File: config.mk
export PLATFORM = sky130hd
export DESIGN_NAME = matrix_op_sequencer_flat
export DESIGN_NICKNAME = d
export VERILOG_FILES = /design/src/rtl/matrix_op_sequencer_if.sv /design/src/rtl/matrix_op_sequencer.sv /design/src/flat_wrapper.sv
export SDC_FILE = /design/constraint.sdc
export NUM_CORES = 1
export LEC_CHECK = 0
export ABC_AREA = 1
export CAP_MARGIN = 20
export CELL_PAD_IN_SITES_DETAIL_PLACEMENT = 1
export CELL_PAD_IN_SITES_GLOBAL_PLACEMENT = 2
export CORE_UTILIZATION = 36
export DETAILED_ROUTE_END_ITERATION = 6
export PLACE_DENSITY_LB_ADDON = 0.1
export SLEW_MARGIN = 30
export SYNTH_ARGS = -nofsm -noshare
export SYNTH_HDL_FRONTEND = slang
export SYNTH_SLANG_ARGS = --single-unit
File: constraint.sdc
create_clock -name clk -period 3.43 [get_ports clk]
set_input_delay 0.5145 -clock clk [delete_from_list [all_inputs] [get_ports clk]]
set_output_delay 0.5145 -clock clk [all_outputs]
set_load 0.01 [all_outputs]
File: src/rtl/matrix_op_sequencer_if.sv
// Bundle of the command, operand-load, result-read and ALU signals of
// matrix_op_sequencer.
//   master : command source / operand loader / external ALU side
//   slave  : the sequencer itself
// Signals:
//   start, op[2:0], size[2:0], scalar  command strobe and its arguments
//   load_we, load_sel, load_addr, load_data  operand write port (A/B)
//   rd_addr, rd_data                    result (C) read port
//   alu_op, alu_r1, alu_r2, alu_s       operands/opcode to the ALU
//   alu_outr                            ALU result
//   busy, done, err                     status
interface matrix_op_sequencer_if #(
  parameter int MAXN = 5,
  parameter int DW   = 8
);
  localparam int AW = $clog2(MAXN * MAXN);

  logic                 start;
  logic [2:0]           op;
  logic [2:0]           size;
  logic signed [DW-1:0] scalar;
  logic                 load_we;
  logic                 load_sel;
  logic [AW-1:0]        load_addr;
  logic signed [DW-1:0] load_data;
  logic [AW-1:0]        rd_addr;
  logic signed [DW-1:0] rd_data;
  logic [2:0]           alu_op;
  logic signed [DW-1:0] alu_r1;
  logic signed [DW-1:0] alu_r2;
  logic [2:0]           alu_s;
  logic signed [DW-1:0] alu_outr;
  logic                 busy;
  logic                 done;
  logic                 err;

  modport master (
    output start, op, size, scalar, load_we, load_sel, load_addr, load_data,
           rd_addr, alu_outr,
    input  rd_data, alu_op, alu_r1, alu_r2, alu_s, busy, done, err
  );

  modport slave (
    input  start, op, size, scalar, load_we, load_sel, load_addr, load_data,
           rd_addr, alu_outr,
    output rd_data, alu_op, alu_r1, alu_r2, alu_s, busy, done, err
  );
endinterface

File: src/rtl/matrix_op_sequencer.sv
// Sequential front-end for the combinational matrix ALU. Holds operand
// matrices A, B and result matrix C (MAXN*MAXN entries each, row-major,
// address = row*MAXN + col). A start command walks the N x N element indices,
// drives the ALU each cycle and stores the ALU result into C. Matrix multiply
// accumulates the per-k ALU products locally.
// Ports:
//   clk    rising-edge clock
//   rst_n  asynchronous active-low reset
//   bus    matrix_op_sequencer_if.slave (command, load, read, ALU, status)
module matrix_op_sequencer #(
  parameter int MAXN = 5,
  parameter int DW   = 8
) (
  input  logic                 clk,
  input  logic                 rst_n,
  matrix_op_sequencer_if.slave bus
);

  localparam int DEPTH = MAXN * MAXN;
  localparam int AW    = $clog2(DEPTH);
  localparam logic [AW-1:0] LAST_ADDR = AW'(DEPTH - 1);

  localparam logic [2:0] OP_ADD  = 3'b000;
  localparam logic [2:0] OP_SUB  = 3'b001;
  localparam logic [2:0] OP_MUL  = 3'b010;
  localparam logic [2:0] OP_MULR = 3'b011;
  localparam logic [2:0] OP_DET  = 3'b100;
  localparam logic [2:0] OP_TRN  = 3'b101;
  localparam logic [2:0] OP_NEG  = 3'b110;
  localparam logic [2:0] OP_RST  = 3'b111;

  typedef enum logic [1:0] {S_IDLE, S_RUN, S_FIN} state_e;

  state_e               state_q, state_d;
  logic [2:0]           op_q, size_q;
  logic signed [DW-1:0] scalar_q;
  logic [2:0]           i_q, i_d, j_q, j_d, k_q, k_d;
  logic signed [DW-1:0] acc_q, acc_d;

  logic signed [DW-1:0] a_q [DEPTH];
  logic signed [DW-1:0] b_q [DEPTH];
  logic signed [DW-1:0] c_q [DEPTH];

  logic                 size_ok;
  logic [2:0]           nm1;
  logic                 last_i, last_j, last_k;
  logic                 latch_cmd, ld_en, adv;
  logic                 c_we, c_clr;
  logic [AW-1:0]        c_waddr;
  logic signed [DW-1:0] c_wdata;
  logic signed [DW-1:0] sum;

  function automatic logic [AW-1:0] addr_of(input logic [2:0] row,
                                            input logic [2:0] col);
    return AW'(row) * AW'(MAXN) + AW'(col);
  endfunction

  assign size_ok = (size_q != 3'd0) && (int'(size_q) <= MAXN);
  assign nm1     = size_q - 3'd1;
  assign last_i  = (i_q == nm1);
  assign last_j  = (j_q == nm1);
  assign last_k  = (k_q == nm1);

  // Next-state, index stepping and C write control.
  always_comb begin
    state_d   = state_q;
    i_d       = i_q;
    j_d       = j_q;
    k_d       = k_q;
    acc_d     = acc_q;
    latch_cmd = 1'b0;
    ld_en     = 1'b0;
    adv       = 1'b0;
    c_we      = 1'b0;
    c_clr     = 1'b0;
    c_waddr   = '0;
    c_wdata   = '0;
    sum       = '0;

    case (state_q)
      S_IDLE: begin
        ld_en = bus.load_we && (bus.load_addr <= LAST_ADDR);
        if (bus.start) begin
          latch_cmd = 1'b1;
          state_d   = S_RUN;
          i_d       = 3'd0;
          j_d       = 3'd0;
          k_d       = 3'd0;
        end
      end

      S_RUN: begin
        // An invalid size still spends one busy cycle here so the command
        // is visibly accepted, but nothing is written to C.
        if (!size_ok) begin
          state_d = S_FIN;
        end else begin
          case (op_q)
            OP_MUL: begin
              sum   = (k_q == 3'd0) ? bus.alu_outr : acc_q + bus.alu_outr;
              acc_d = sum;
              if (last_k) begin
                c_we    = 1'b1;
                c_waddr = addr_of(i_q, j_q);
                c_wdata = sum;
                k_d     = 3'd0;
                adv     = 1'b1;
              end else begin
                k_d = k_q + 3'd1;
              end
            end
            OP_DET: begin
              c_we    = 1'b1;
              c_waddr = '0;
              c_wdata = bus.alu_outr;
              state_d = S_FIN;
            end
            OP_RST: begin
              c_clr   = 1'b1;
              state_d = S_FIN;
            end
            OP_ADD, OP_SUB, OP_MULR, OP_TRN, OP_NEG: begin
              c_we    = 1'b1;
              c_waddr = addr_of(i_q, j_q);
              c_wdata = bus.alu_outr;
              adv     = 1'b1;
            end
            default: state_d = S_FIN;
          endcase
        end

        // Row-major walk: j inner, i outer; wrapping the last element ends RUN.
        if (adv) begin
          if (last_j) begin
            j_d = 3'd0;
            if (last_i) begin
              i_d     = 3'd0;
              state_d = S_FIN;
            end else begin
              i_d = i_q + 3'd1;
            end
          end else begin
            j_d = j_q + 3'd1;
          end
        end
      end

      S_FIN:   state_d = S_IDLE;
      default: state_d = S_IDLE;
    endcase
  end

  // Status and ALU operand mux.
  always_comb begin
    bus.busy   = (state_q == S_RUN);
    bus.done   = (state_q == S_FIN);
    bus.err    = (state_q == S_FIN) && !size_ok;
    bus.alu_op = bus.busy ? op_q   : 3'd0;
    bus.alu_s  = bus.busy ? size_q : 3'd0;
    bus.alu_r1 = '0;
    bus.alu_r2 = '0;
    if (bus.busy && size_ok) begin
      case (op_q)
        OP_ADD, OP_SUB: begin
          bus.alu_r1 = a_q[addr_of(i_q, j_q)];
          bus.alu_r2 = b_q[addr_of(i_q, j_q)];
        end
        OP_MUL: begin
          bus.alu_r1 = a_q[addr_of(i_q, k_q)];
          bus.alu_r2 = b_q[addr_of(k_q, j_q)];
        end
        OP_MULR: begin
          bus.alu_r1 = a_q[addr_of(i_q, j_q)];
          bus.alu_r2 = scalar_q;
        end
        OP_TRN: begin
          bus.alu_r1 = a_q[addr_of(j_q, i_q)];
          bus.alu_r2 = DW'(1);
        end
        OP_NEG: begin
          bus.alu_r1 = a_q[addr_of(i_q, j_q)];
          bus.alu_r2 = '1;
        end
        default: begin
          bus.alu_r1 = '0;
          bus.alu_r2 = '0;
        end
      endcase
    end
  end

  assign bus.rd_data = (bus.rd_addr <= LAST_ADDR) ? c_q[bus.rd_addr] : '0;

  always_ff @(posedge clk or negedge rst_n) begin
    if (!rst_n) begin
      state_q <= S_IDLE;
    end else begin
      state_q <= state_d;
    end
  end

  always_ff @(posedge clk or negedge rst_n) begin
    if (!rst_n) begin
      op_q     <= 3'd0;
      size_q   <= 3'd0;
      scalar_q <= '0;
      i_q      <= 3'd0;
      j_q      <= 3'd0;
      k_q      <= 3'd0;
      acc_q    <= '0;
    end else begin
      if (latch_cmd) begin
        op_q     <= bus.op;
        size_q   <= bus.size;
        scalar_q <= bus.scalar;
      end
      i_q   <= i_d;
      j_q   <= j_d;
      k_q   <= k_d;
      acc_q <= acc_d;
    end
  end

  // Operand and result register files. A load coinciding with start lands on
  // the same edge, before the first RUN cycle reads it.
  always_ff @(posedge clk or negedge rst_n) begin
    if (!rst_n) begin
      for (int n = 0; n < DEPTH; n++) begin
        a_q[n] <= '0;
        b_q[n] <= '0;
        c_q[n] <= '0;
      end
    end else begin
      if (ld_en) begin
        if (bus.load_sel) begin
          b_q[bus.load_addr] <= bus.load_data;
        end else begin
          a_q[bus.load_addr] <= bus.load_data;
        end
      end
      if (c_clr) begin
        for (int n = 0; n < DEPTH; n++) begin
          c_q[n] <= '0;
        end
      end else if (c_we) begin
        c_q[c_waddr] <= c_wdata;
      end
    end
  end

endmodule

File: src/flat_wrapper.sv
// flat-port wrapper written by rule: the top's interface ports become plain ports
module matrix_op_sequencer_flat 
#(
  parameter int MAXN = 5,
  parameter int DW   = 8
)
  (clk, rst_n, bus_start, bus_op, bus_size, bus_scalar, bus_load_we, bus_load_sel, bus_load_addr, bus_load_data, bus_rd_addr, bus_alu_outr, bus_rd_data, bus_alu_op, bus_alu_r1, bus_alu_r2, bus_alu_s, bus_busy, bus_done, bus_err);
  matrix_op_sequencer_if #(.MAXN(MAXN), .DW(DW)) bus_i ();
  input  logic clk;
  input  logic rst_n;
  input wire logic [$bits(bus_i.start)-1:0] bus_start;
  input wire logic [$bits(bus_i.op)-1:0] bus_op;
  input wire logic [$bits(bus_i.size)-1:0] bus_size;
  input wire logic [$bits(bus_i.scalar)-1:0] bus_scalar;
  input wire logic [$bits(bus_i.load_we)-1:0] bus_load_we;
  input wire logic [$bits(bus_i.load_sel)-1:0] bus_load_sel;
  input wire logic [$bits(bus_i.load_addr)-1:0] bus_load_addr;
  input wire logic [$bits(bus_i.load_data)-1:0] bus_load_data;
  input wire logic [$bits(bus_i.rd_addr)-1:0] bus_rd_addr;
  input wire logic [$bits(bus_i.alu_outr)-1:0] bus_alu_outr;
  output wire logic [$bits(bus_i.rd_data)-1:0] bus_rd_data;
  output wire logic [$bits(bus_i.alu_op)-1:0] bus_alu_op;
  output wire logic [$bits(bus_i.alu_r1)-1:0] bus_alu_r1;
  output wire logic [$bits(bus_i.alu_r2)-1:0] bus_alu_r2;
  output wire logic [$bits(bus_i.alu_s)-1:0] bus_alu_s;
  output wire logic [$bits(bus_i.busy)-1:0] bus_busy;
  output wire logic [$bits(bus_i.done)-1:0] bus_done;
  output wire logic [$bits(bus_i.err)-1:0] bus_err;
  assign bus_i.start = bus_start;
  assign bus_i.op = bus_op;
  assign bus_i.size = bus_size;
  assign bus_i.scalar = bus_scalar;
  assign bus_i.load_we = bus_load_we;
  assign bus_i.load_sel = bus_load_sel;
  assign bus_i.load_addr = bus_load_addr;
  assign bus_i.load_data = bus_load_data;
  assign bus_i.rd_addr = bus_rd_addr;
  assign bus_i.alu_outr = bus_alu_outr;
  assign bus_rd_data = bus_i.rd_data;
  assign bus_alu_op = bus_i.alu_op;
  assign bus_alu_r1 = bus_i.alu_r1;
  assign bus_alu_r2 = bus_i.alu_r2;
  assign bus_alu_s = bus_i.alu_s;
  assign bus_busy = bus_i.busy;
  assign bus_done = bus_i.done;
  assign bus_err = bus_i.err;
  matrix_op_sequencer #(.MAXN(MAXN), .DW(DW)) u_core (.clk(clk), .rst_n(rst_n), .bus(bus_i));
endmodule
==> results of run 1 <==
==> power by group through the flow <==
stage | clock network (W) | logic, W | registers (W)
2_1_floorplan | 0 | 0.0126 | 0.0101
3_3_place_gp | 0 | 0.0232 | 0.0104
3_5_place_dp | 0 | 0.0233 | 0.0105
4_1_cts | 0.00896 | 0.0261 | 0.0104
5_1_grt | 0.00920 | 0.0294 | 0.0106
6_report | 0.00879 | 0.0275 | 0.0104
==> flip-flops by register name (all words and copies together) (netlist names) <==
name / cells
u_core.i_q: 3
u_core.c_q: 200
u_core.a_q: 200
u_core.b_q: 200
u_core.op_q: 3
u_core.scalar_q: 8
u_core.size_q: 3
u_core.state_q: 2
u_core.j_q: 3
u_core.acc_q: 8
u_core.k_q: 3
==> final timing paths <==
| path | depth (start not counted) | to | startpoint |
|---|---|---|---|
| setup reg to reg | 15 | u_core.c_q[1] | u_core.j_q[0] |
| hold / removal | 3 | u_core.size_q[0] | bus_size[0] |
| setup / recovery | 17 | bus_alu_r2[1] | u_core.j_q[0] |
| min in group asynchronous | 2 | u_core.c_q[36] | rst_n |
| hold reg to reg | 2 | u_core.c_q[16] | u_core.c_q[16] |
| max in group asynchronous | 3 | u_core.b_q[42] | rst_n |
==> worst max-delay path, stage by stage, from the launching register on <==
cell and delay (ns):
dfrtp_1 0.42, ha_4 0.19, fa_4 0.88, buf_12 0.14, buf_16 0.12, buf_12 0.14, buf_12 0.12, buf_16 0.11
nand3_1 0.07, nand2_1 0.06, nand2_1 0.06, nand3_2 0.09, nand3_2 0.13, nand3_2 0.12, nand3_2 0.07, nand2_2 0.09
inv_4 0.07, buf_6 0.12
==> cell type report <==
type | instances | share of cell area (%)
flip-flops and latches | 633 | 35.1
repair buffers | 444 | 10.9
clock inverters | 24 | 0.670
well taps | 1287 | 3.56
diodes | 2 | 0.0111
clock buffers | 119 | 5.23
multi-input cells | 4118 | 43.3
inverters | 142 | 1.27
==> layer usage <==
layer / routed length, um / vias to the layer above / global-route usage [%]
li1: - / 17411 / -
met1: 73400 / 18666 / 44.2
met2: 74300 / 1113 / 50.6
met3: 8100 / 287 / 3.54
met4: 5930 / 0 / 11.3
met5: 0 / - / 0
==> kinds of logic (layout without fill, tap and decap cells) <==
family | after synthesis | in the layout | synth area share, %
multiplexers | 10 | 10 | 0.313
adder cells (fa/ha/maj) | 41 | 41 | 1.53
other | 0 | 2 | 0
buffers and inverters | 478 | 729 | 5.32
AND/OR/NAND/NOR | 3396 | 3396 | 39.0
AO/OA/AOI/OAI | 659 | 659 | 9.55
XOR/XNOR | 12 | 12 | 0.292
flip-flops | 633 | 633 | 44.0
==> through the flow <==
stage	TNS [ns]	utilization [%]	worst slack [ns]	hold WS, ns
floorplan	0	-	0.172	0.219
global placement	-7.03	41.0	-0.558	0.448
detailed placement	-7.98	41.0	-0.593	0.453
CTS	-11.73	45.2	-0.811	0.399
global route	-13.62	45.8	-0.898	0.428
finish	-12.09	45.8	-0.806	0.428
==> cell usage after synthesis (all sizes together) <==
cell type / count
nand2: 2248
nand3: 817
dfrtp: 633
o21ai: 545
nor2: 302
clkbuf: 219
inv: 135
buf: 117
a21oi: 55
ha: 36
o22ai: 28
nand4: 16
o211ai: 13
mux2: 10
o221ai: 10
clkinv: 7
xnor2: 7
fa: 5
nor3: 5
or2: 5
xor2: 5
a31oi: 4
nand3b: 2
o21a: 2
a211oi: 1
a21boi: 1
nor4: 1
==> timing repair <==
| item | in CTS | in global routing |
|---|---|---|
| hold endpoints to repair | 38 | 0 |
| resized for setup | 295 | 111 |
| setup endpoints to repair | 26 | 63 |
| cloned | 10 | 4 |
| pin swaps | 39 | 65 |
| hold buffers | 1 | 0 |
| buffers inserted | 21 | 7 |
==> metrics.csv, run 1 <==
metric,value,unit
Sw Pwr,0.0222,W
Crit. End Element,output pin,
clock share of power,18.8,%
fin area,45200,sq um
GPL Wtd Cong,0.957,
"most common cell after layout, fill and taps aside",nand2_1,
Worst Clk Skew,0.0262,ns
Clk Tree Root Cell,clkbuf_16,
WL per Instance,23.9,um
Tot Pwr,0.0467,W
number of vias per cell,5.54,
grt ovf,0,
TritonCTS sink count,633,
worst hold path class,in -> reg,
Worst VDD drop,0.000543,V
CP Class,reg -> out,
dpl hpwl,111000,um
Inserted Clock Buffers,79,
"Arr. time, crit path",3.72,ns
Placement Rows,115,
cell count after placement,6586,
die height,318,um
Slew Limit Fails,0,
Final Hold Viols,0,
worst path required time,2.92,ns
Combinational Power Share,58.9,%
fin cells,6769,
Internal,0.0244,W
Core Box Area,98700,sq um
Seq pwr share,22.3,%
DP Area,40500,sq um
Iteration-0 DRC Markers,3257,
Clock H-tree levels,3,
die width,318,um
synthesized netlist cell count,5229,
fillers,12258,
area of the multi-input gates,19600,sq um
final setup violating endpoints,16,
syn_nets,5315,
Remaining DRCs,0,
I/O Buffers,77,
"reg-to-reg slack, setup",0.13,ns
Total Wirelength,162000,um
DR vias,37477,
sequential-to-total area share from yosys stat,44.0,%
failing checks,negative setup slack,
initial antenna violation count,3,
Switching Share,47.6,%
Mean Syn Cell Area,6.88,sq um
Worst Path Max Fanout,6,
sequential cell area,15800,sq um
largest net degree at the start of global routing,80,
Area Growth Syn to Fin,25.5,%
CTS tree,yes,
flip-flop and latch count after synthesis,633,
Synth area leader,dfrtp_1,
Critical Path Source Type,register,
Post-Synthesis Cell Area,36000,sq um
"top cells by area, synth","dfrtp_1 44%, nand2_1 23%, nand3_1 11%",
first-pass GRT wire length,247000,um
minimum clock period,4.24,ns
synth unique cells,40,
power density over the cells,1030,nW/um^2
Final ANT Viol Nets,0,
First-pass DRT Iterations,5,
Slew headroom,43.2,%
initial core utilization,36.5,%
leakage,21.2,nW
RSZ-0062 raised after global routing,true,
"Clk Latency, worst-skew pair",0.68,ns
share of the synthesized area in the top cell type,44.0,%
Max Cap Violations,0,
Yosys warnings,0,
Max clock buf depth,3,
IO Count,78,
vias in the first global route,38027,
final setup margin,-0.806,ns
most frequent cells in the layout,"2188 x nand2_1, 661 x nand3_1, 632 x dfrtp_1",
die area,101000,sq um
fin nets,5504,
outcome,"finished, violations left",
"Reg clk slew, reported paths",0.07,ns
fmax,236,MHz
post-route clock period utilization,124,%
Slew @ Worst Pin,0.851,ns
Tot GR Track Use,31.7,%
share of post-route cells with drive strength above 1,15.6,%
Note: power is estimated with default switching activity, not from simulation.
==> run 2, diff against run 1 <==
--- a/config.mk
+++ b/config.mk
@@ -9,7 +9,9 @@
 export CAP_MARGIN = 20
 export CELL_PAD_IN_SITES_DETAIL_PLACEMENT = 1
 export CELL_PAD_IN_SITES_GLOBAL_PLACEMENT = 2
+export CORE_MARGIN = 2
 export CORE_UTILIZATION = 36
+export CTS_CLUSTER_DIAMETER = 80
 export DETAILED_ROUTE_END_ITERATION = 6
 export PLACE_DENSITY_LB_ADDON = 0.1
 export SLEW_MARGIN = 30
==> run 2 against run 1 <==
Against the previous run:
- the flow still finishes with violations (negative setup slack)
- fmax up 3.8%
- sequential cell count stayed put
- first-iteration DRC count is 4.6% lower
- critical path type unchanged
- critical endpoint is now bus_alu_r2[6]
- largest power group unchanged
- highest routed layer unchanged
==> metrics.csv, run 2 (synthesized netlist as in run 1, its figures left out) <==
metric,value,unit
outcome,"finished, violations left",
failing checks,negative setup slack,
Tot GR Track Use,31.0,%
Slew headroom,45.0,%
Worst VDD drop,0.000688,V
GPL Wtd Cong,0.889,
Slew @ Worst Pin,0.825,ns
"reg-to-reg slack, setup",0.21,ns
First-pass DRT Iterations,5,
initial core utilization,36.5,%
clock share of power,18.5,%
Total Wirelength,161000,um
largest registers,"u_core.a_q (200), u_core.b_q (200), u_core.c_q (200)",
# diodes,0,
Clk Tree Root Cell,clkbuf_16,
Crit path buffers/inverters,4,
Sw Pwr,0.0233,W
final setup violating endpoints,16,
r2r worst-path depth,17,
Area Growth Syn to Fin,29.3,%
Iteration-0 DRC Markers,3108,
share of post-route cells with drive strength above 1,19.0,%
Max clock buf depth,3,
post-route clock period utilization,119,%
RSZ-0062 raised after global routing,true,
"Clk Latency, worst-skew pair",0.68,ns
Clock H-tree levels,3,
most frequent cells in the layout,"2144 x nand2_1, 632 x dfrtp_1, 579 x nand3_1",
dpl hpwl,108000,um
Max Cap Violations,0,
GRT busiest layer,met2,
fillers,12188,
Switching Share,47.8,%
"Reg clk slew, reported paths",0.06,ns
"Arr. time, crit path",3.57,ns
Worst Clk Skew,0.0355,ns
"CP delay by family, top",adder cells,
Tot Pwr,0.0486,W
initial antenna violation count,3,
Combinational Power Share,60.1,%
cell count after placement,6612,
Worst Path Max Fanout,7,
Placement Rows,115,
Final Hold Viols,0,
Layout Utilization,47.2,%
DR vias,37748,
fin nets,5542,
global routing usage on met3,3.61,%
final setup margin,-0.650,ns
Remaining DRCs,0,
vias in the first global route,38022,
worst hold path class,in -> async,
met2 Track Usage GR,50.9,%
Slew Limit Fails,0,
"most common cell after layout, fill and taps aside",nand2_1,
fmax,245,MHz
grt ovf,0,
die area,103000,sq um
hold slack final,0.438,ns
sequential cell area,15800,sq um
reg-to-reg endpoint,u_core.c_q[40],
leakage,21.7,nW
IO Count,78,
first-pass GRT wire length,243000,um
Crit. path cell count,15,
crit path cell chain,"ha_4, fa_4, buf_12, buf_12, buf_16, nand3_1, nand2_1, nand2_1, nand2_2, nand2_4, a21oi_4, nor2_4, nor2_4, nor2_1, buf_2",
TritonCTS sink count,633,
worst path required time,2.92,ns
RR Startpoint,u_core.i_q[0],
Crit. End Element,output pin,
Final ANT Viol Nets,0,
CTS tree,yes,
number of vias per cell,5.54,
CP Class,reg -> out,
Critical Path Source Type,register,
Inserted Clock Buffers,82,
crit path from,u_core.j_q[0],
CP endpoint,bus_alu_r2[6],
I/O Buffers,77,
largest net degree at the start of global routing,86,
area of the multi-input gates,20400,sq um
Core Box Area,98700,sq um
CP max stage delay,0.78,ns
Seq pwr share,21.3,%
minimum clock period,4.08,ns
WL per Instance,23.7,um
Setup TNS,-9.93,ns
fin cells,6809,
Internal,0.0254,W
grt met1 use,42.3,%
power density over the cells,1050,nW/um^2
die width,320,um
Crit-path slowest cell,fa_4,
die height,320,um
## run 2: cell count changes in the layout (fill, tap and decap cells not counted), moves of 8 or more
cell and delta:
nand3_4 +14, nand2_1 -44, nand2_2 +39, buf_4 +13
buf_6 +16, nand3_1 -82, nor2_1 -8, a21oi_2 +8
a21oi_1 -9, nand3_2 +68
## run 2: how the worst min path moves through the flow
stage,from,to,cells after the start
floorplan,rst_n,u_core.a_q[0],0
global placement,u_core.c_q[114],u_core.c_q[114],2
detailed placement,u_core.c_q[117],u_core.c_q[117],2
CTS,bus_size[2],u_core.size_q[2],3
global route,bus_size[0],u_core.size_q[0],3
finish,rst_n,u_core.c_q[72],2
## run 2: repair_timing
item                                    CTS  global route
endpoints found under the setup margin   16            66
gates cloned                             14             3
setup buffers                            24            10
pin swaps                               113           126
endpoints found under the hold margin    56             0
gates resized for setup                 396           208
hold buffers                              1             0
## run 2: per-stage QoR
step / area [sq um] / setup WS [ns]
3_3_place_gp: 40700 / -0.625
3_5_place_dp: 40700 / -0.676
2_1_floorplan: 36000 / 0.172
5_1_grt: 46500 / -0.762
6_report: 46500 / -0.650
4_1_cts: 45500 / -0.684
## run 2: cell type report
type | count | share of cell area [%]
Multi-Input combinational cell | 4118 | 43.8
Sequential cell | 633 | 34.0
Timing Repair Buffer | 479 | 11.5
Clock buffer | 123 | 5.24
Tap cell | 1287 | 3.46
Inverter | 142 | 1.26
Clock inverter | 27 | 0.737
## run 2: routing by layer
| layer | share of wire (%) | vias to the layer above |
|---|---|---|
| li1 | - | 17489 |
| met1 | 45 | 18987 |
| met2 | 47 | 979 |
| met3 | 4.5 | 293 |
| met4 | 3.8 | 0 |
| met5 | 0 | - |
## run 2: power by group through the flow
stage	registers [W]	logic [W]	clock network, W
global route	0.0106	0.0312	0.00947
floorplan	0.0101	0.0126	0
CTS	0.0103	0.0274	0.00919
global placement	0.0104	0.0233	0
finish	0.0104	0.0293	0.00902
detailed placement	0.0104	0.0235	0
